[config.mk]
export PLATFORM = sky130hd
export DESIGN_NAME = ahb_arbiter2
export DESIGN_NICKNAME = d
export VERILOG_FILES = /design/src/rtl/ahb_arbiter2.sv
export SDC_FILE = /design/constraint.sdc
export NUM_CORES = 1
export LEC_CHECK = 0
export ABC_AREA = 1
export BUFFER_PORTS_ARGS = -buffer_cell sky130_fd_sc_hd__buf_2
export CORE_MARGIN = 10
export CORE_UTILIZATION = 32
export CTS_CLUSTER_DIAMETER = 200
export DETAILED_ROUTE_END_ITERATION = 16
export PLACE_DENSITY = 0.62
export SYNTH_ARGS = -nofsm -noshare
export SYNTH_HDL_FRONTEND = slang
export SYNTH_SLANG_ARGS = --single-unit
[constraint.sdc]
create_clock -name hclk -period 2.43 [get_ports hclk]
set_input_delay 0.3645 -clock hclk [delete_from_list [all_inputs] [get_ports hclk]]
set_output_delay 0.3645 -clock hclk [all_outputs]
set_load 0.02 [all_outputs]
[src/rtl/ahb_arbiter2.sv]
// Two-master AHB-lite arbiter: buffers each master's address phase and replays it to one slave as SINGLE.
// Latency: address accepted in cycle T -> slave address phase T+2 -> slave data phase T+3.
// Backpressure: a master with a buffered request sees hreadyout=0 until its own slave data phase completes.
module ahb_arbiter2 #(
  parameter int AWIDTH    = 32,
  parameter int DWIDTH    = 32,
  parameter int PRIO_MODE = 0
) (
  input  logic              hclk,
  input  logic              hreset,
  input  logic [1:0]        m0_htrans_i,
  input  logic              m0_hwrite_i,
  input  logic [2:0]        m0_hsize_i,
  input  logic [2:0]        m0_hburst_i,
  input  logic [AWIDTH-1:0] m0_haddr_i,
  input  logic [DWIDTH-1:0] m0_hwdata_i,
  output logic              m0_hreadyout_o,
  output logic              m0_hresp_o,
  output logic [DWIDTH-1:0] m0_hrdata_o,
  input  logic [1:0]        m1_htrans_i,
  input  logic              m1_hwrite_i,
  input  logic [2:0]        m1_hsize_i,
  input  logic [2:0]        m1_hburst_i,
  input  logic [AWIDTH-1:0] m1_haddr_i,
  input  logic [DWIDTH-1:0] m1_hwdata_i,
  output logic              m1_hreadyout_o,
  output logic              m1_hresp_o,
  output logic [DWIDTH-1:0] m1_hrdata_o,
  output logic [1:0]        s_htrans_o,
  output logic              s_hwrite_o,
  output logic [2:0]        s_hsize_o,
  output logic [2:0]        s_hburst_o,
  output logic [AWIDTH-1:0] s_haddr_o,
  output logic [DWIDTH-1:0] s_hwdata_o,
  output logic              s_hready_o,
  input  logic              s_hready_i,
  input  logic              s_hresp_i,
  input  logic [DWIDTH-1:0] s_hrdata_i
);

  typedef enum logic [1:0] {ST_IDLE, ST_ADDR, ST_DATA} state_t;

  typedef struct packed {
    logic [AWIDTH-1:0] addr;
    logic              write;
    logic [2:0]        size;
  } abuf_t;

  state_t state_q, state_d;
  logic   grant_q, grant_d;
  logic   last_grant_q, last_grant_d;
  logic   pend0_q, pend0_d;
  logic   pend1_q, pend1_d;
  abuf_t  buf0_q, buf0_d;
  abuf_t  buf1_q, buf1_d;

  logic   in_data;
  logic   done;
  logic   rdy0;
  logic   rdy1;
  logic   cap0;
  logic   cap1;
  abuf_t  gbuf;

  // Burst type and the SEQ/NONSEQ distinction do not matter: every transfer is replayed as SINGLE.
  logic   unused_ok;
  assign unused_ok = ^{m0_hburst_i, m1_hburst_i, m0_htrans_i[0], m1_htrans_i[0]};

  // Ready/capture decode: a master is free when it has nothing buffered or its transfer completes now.
  always_comb begin
    in_data = (state_q == ST_DATA);
    done    = in_data && s_hready_i;
    rdy0    = !pend0_q || (done && !grant_q);
    rdy1    = !pend1_q || (done && grant_q);
    cap0    = rdy0 && m0_htrans_i[1];
    cap1    = rdy1 && m1_htrans_i[1];
  end

  // Request buffers: a new capture in the completion cycle wins over the clear.
  always_comb begin
    pend0_d = pend0_q;
    pend1_d = pend1_q;
    buf0_d  = buf0_q;
    buf1_d  = buf1_q;
    if (done && !grant_q) pend0_d = 1'b0;
    if (done && grant_q)  pend1_d = 1'b0;
    if (cap0) begin
      pend0_d = 1'b1;
      buf0_d  = '{addr: m0_haddr_i, write: m0_hwrite_i, size: m0_hsize_i};
    end
    if (cap1) begin
      pend1_d = 1'b1;
      buf1_d  = '{addr: m1_haddr_i, write: m1_hwrite_i, size: m1_hsize_i};
    end
  end

  // Arbitration FSM next state: grant is decided in IDLE, one address cycle, then wait out the data phase.
  always_comb begin
    state_d      = state_q;
    grant_d      = grant_q;
    last_grant_d = last_grant_q;
    case (state_q)
      ST_IDLE: begin
        if (pend0_q || pend1_q) begin
          state_d = ST_ADDR;
          if (pend0_q && pend1_q) begin
            grant_d = (PRIO_MODE != 0) ? 1'b0 : !last_grant_q;
          end else begin
            grant_d = pend1_q;
          end
          last_grant_d = grant_d;
        end
      end
      ST_ADDR: state_d = ST_DATA;
      ST_DATA: if (s_hready_i) state_d = ST_IDLE;
      default: state_d = ST_IDLE;
    endcase
  end

  // State registers; reset abandons any transfer in flight without reporting completion.
  always_ff @(posedge hclk) begin
    if (hreset) begin
      state_q      <= ST_IDLE;
      grant_q      <= 1'b0;
      last_grant_q <= 1'b1;
      pend0_q      <= 1'b0;
      pend1_q      <= 1'b0;
      buf0_q       <= '0;
      buf1_q       <= '0;
    end else begin
      state_q      <= state_d;
      grant_q      <= grant_d;
      last_grant_q <= last_grant_d;
      pend0_q      <= pend0_d;
      pend1_q      <= pend1_d;
      buf0_q       <= buf0_d;
      buf1_q       <= buf1_d;
    end
  end

  // Slave-side and master-side outputs; response paths are combinational from the slave.
  always_comb begin
    gbuf           = grant_q ? buf1_q : buf0_q;
    s_htrans_o     = (state_q == ST_ADDR) ? 2'b10 : 2'b00;
    s_haddr_o      = gbuf.addr;
    s_hwrite_o     = gbuf.write;
    s_hsize_o      = gbuf.size;
    s_hburst_o     = 3'b000;
    s_hwdata_o     = grant_q ? m1_hwdata_i : m0_hwdata_i;
    s_hready_o     = in_data ? s_hready_i : 1'b1;
    m0_hreadyout_o = rdy0;
    m1_hreadyout_o = rdy1;
    m0_hresp_o     = in_data && !grant_q && s_hresp_i;
    m1_hresp_o     = in_data && grant_q && s_hresp_i;
    m0_hrdata_o    = (in_data && !grant_q) ? s_hrdata_i : '0;
    m1_hrdata_o    = (in_data && grant_q) ? s_hrdata_i : '0;
  end

endmodule
==> reports/qor.yml <==
synthesis:
  yosys-top-cells-area: "dfxtp_1 33%, nand2_1 23%, nor2_1 11%"
  postSynthAreaPerCell_um2: 5.86
  synth_cell_types: 17
  synthesis.area_um2: 4670
  yosys.area.top_type_share: 0.334
  ys_ff_latch: 78
  synth.cells.most_frequent: "281 x nand2_1, 141 x nor2_1, 78 x dfxtp_1"
  synth_top_area_cell: "dfxtp_1"
  async_reset_ff_frac: 0
  yosysMostFrequentCell: "nand2_1"
  synth-edff-count: 0
  synth_top_flop_cell: "dfxtp_1"
  yosysSeqAreaShare: 0.334
  syn-instance-count: 797
  yosys_warnings: 0
setup_path:
  cp.arrival_ns: 1.72
  rr_worst_depth: 7
  critPathLaunchType: "flip-flop"
  crit_path_cell_trace: "inv_4, nand3_1, buf_4, nor2_1, buf_2"
  critPathSlowestCell: "dfxtp_2"
  cp_num_buf_inv: 3
  worst-setup-path-type: "reg2out"
  rrSetupSlack_ns: 0.68
  cp_top_family: "buffers and inverters"
  reg2reg_from: "grant_q$_SDFFE_PP0P_"
  crit_required_ns: 2.07
  cp_max_fo: 41
  critPathMaxStageDelay_ns: 0.34
  r2r_end: "buf0_q[3]$_SDFFE_PP0P_"
  crit_path_end_kind: "primary output"
finish:
  fill_cells: 1602
  drive_gt1_frac: 0.320
  area_delta_synth_final_pct: 40.5
  nets: 1252
  final_area_um2: 6570
route:
  via_per_inst: 4.51
  post_drt_wl_per_cell_um: 15.4
  wirelength_um: 19500
  num_vias: 5700
  first_iter_violations: 247
  drc: 0
  dr.pass1.iters: 6
  drtAntennaViolNets: 0
run:
  drv_cap: 0
place:
  dpl_cell_area_um2: 6270
  pre_cts_slack_ns: 0.643
  port-buffer-count: 311
  hpwl_um: 14900
  gp_congestion: 0.936
pwr:
  switching_power_mw: 1.26
  pwr-share-clk: 0.330
  peakVddDrop_uv: 323
  pwr-share-comb: 0.288
  cellPowerDensity_nw_per_um2: 573
  p_int_mw: 2.50
  swShare: 0.335
  leakagePower_nw: 3.99
  seqPwrFrac: 0.382
  power_mw: 3.77
sta:
  finClkSkew_ns: 0.0102
  period_share: 0.857
  hold_viol: 0
  rsz0062_at_grt: "no"
  fin_ws_ns: 0.347
  slew_violations: 0
  worst_pin_slew_ns: 0.621
  fmax_ghz: 0.480
  worst_slew_margin_rel: 0.586
  setup_viol: 0
  fin_tns_setup_ns: 0
  fin_crit_ns: 2.08
min_path:
  worstHoldPathCells: 2
  hold_class: "in2reg"
  worstHoldStart: "hreset"
  min_to: "state_q[1]$_SDFFE_PP0P_"
floorplanning:
  pin_count: 324
  coreArea_um2: 14400
  dieArea_um2: 19800
  die_x_um: 141
  start_util: 0.324
  dieHeight_um: 141
  std_cell_rows: 44
grt:
  grt_use_total: 0.182
  grt_pass1_wl_um: 29300
  grt.overflow.total: 0
  grt_max_degree: 74
  grt_pass1_vias: 5319
  antenna_found_initial: 8
clock_network:
  cts_resized: 0
  htree_levels: 3
  clockBufferDepth: 2
  ctsHoldBuffers: 0
  postCtsSetupBuffers: 0
  numCtsBuffers: 9
  clk_latency_ns: 0.33
  cts_tree: "done"
  clk_pin_slew_ns: 0.06
  cts_root_buf: "clkbuf_16"
  clock-sinks: 78
run_status:
  outcome: "complete, no violations"
flip-flops by register name, summed over array words and instances, names as in the netlist:
signal        count
grant_q           1
pend0_q           1
pend1_q           1
last_grant_q      1
state_q           2
buf1_q           36
buf0_q           36
worst max-delay path by stage:
stage	start	to	cells past startpoint
CTS	grant_q$_SDFFE_PP0P_	m0_hrdata_o[10]	5
floorplan	grant_q$_SDFFE_PP0P_	m0_hrdata_o[10]	5
finish	grant_q$_SDFFE_PP0P_	m0_hrdata_o[31]	5
detailed placement	grant_q$_SDFFE_PP0P_	buf0_q[22]$_SDFFE_PP0P_	7
global route	grant_q$_SDFFE_PP0P_	m0_hrdata_o[2]	5
global placement	grant_q$_SDFFE_PP0P_	m0_hrdata_o[17]	5
area by class of cell:
type	instances	area (um^2)	share of cell area
tap	184	230	0.0351
timing repair buffer	324	1720	0.261
clock inverter	5	35.0	0.00534
clock buffer	11	243	0.0370
antenna	6	15.0	0.00229
sequential	78	1560	0.238
inverter	75	284	0.0433
multi-input combinational	582	2480	0.378
through the flow:
| stage | hold slack, ns | cells | utilization |
|---|---|---|---|
| 2_1_floorplan | 0.429 | 800 | - |
| 3_3_place_gp | 0.441 | 1243 | 0.435 |
| 3_5_place_dp | 0.445 | 1243 | 0.435 |
| 4_1_cts | 0.290 | 1259 | 0.454 |
| 5_1_grt | 0.324 | 1263 | 0.455 |
| 6_report | 0.301 | 1265 | 0.455 |
placed cells by master, fill, tap and decap left out, drive strengths merged:
| cell | n |
|---|---|
| inv | 75 |
| buf | 324 |
| nand4 | 2 |
| a21oi | 76 |
| nor2 | 141 |
| clkbuf | 11 |
| diode | 6 |
| nand3b | 37 |
| nand3 | 40 |
| clkinv | 4 |
| conb | 4 |
| dfxtp | 78 |
| nand2 | 281 |
| o21ai | 1 |
| clkinvlp | 1 |
routing by layer:
| metal | track usage | vias up | wire [um] |
|---|---|---|---|
| met4 | 0.0598 | 4 | 474 |
| met3 | 0.0598 | 27 | 1540 |
| met1 | 0.197 | 2490 | 7720 |
| li1 | - | 2975 | - |
| met2 | 0.325 | 204 | 9730 |
| met5 | 0 | - | 26 |
cells by family (layout without fill, tap and decap cells):
family / count (synthesis) / in the layout / share of synthesized area
AO/OA/AOI/OAI: 77 / 77 / 0.0825
buffers and inverters: 140 / 415 / 0.139
flip-flops: 78 / 78 / 0.334
other: 1 / 10 / 0.000802
AND/OR/NAND/NOR: 501 / 501 / 0.444
power groups by stage:
stage          Combinational [mW]  Sequential (mW)  Clock (mW)
2_1_floorplan               0.712             1.45           0
3_3_place_gp                 1.09             1.46           0
3_5_place_dp                 1.10             1.47           0
4_1_cts                      1.10             1.44        1.29
5_1_grt                      1.20             1.45        1.34
6_report                     1.08             1.44        1.24
Power figures use the tool's default switching activity.
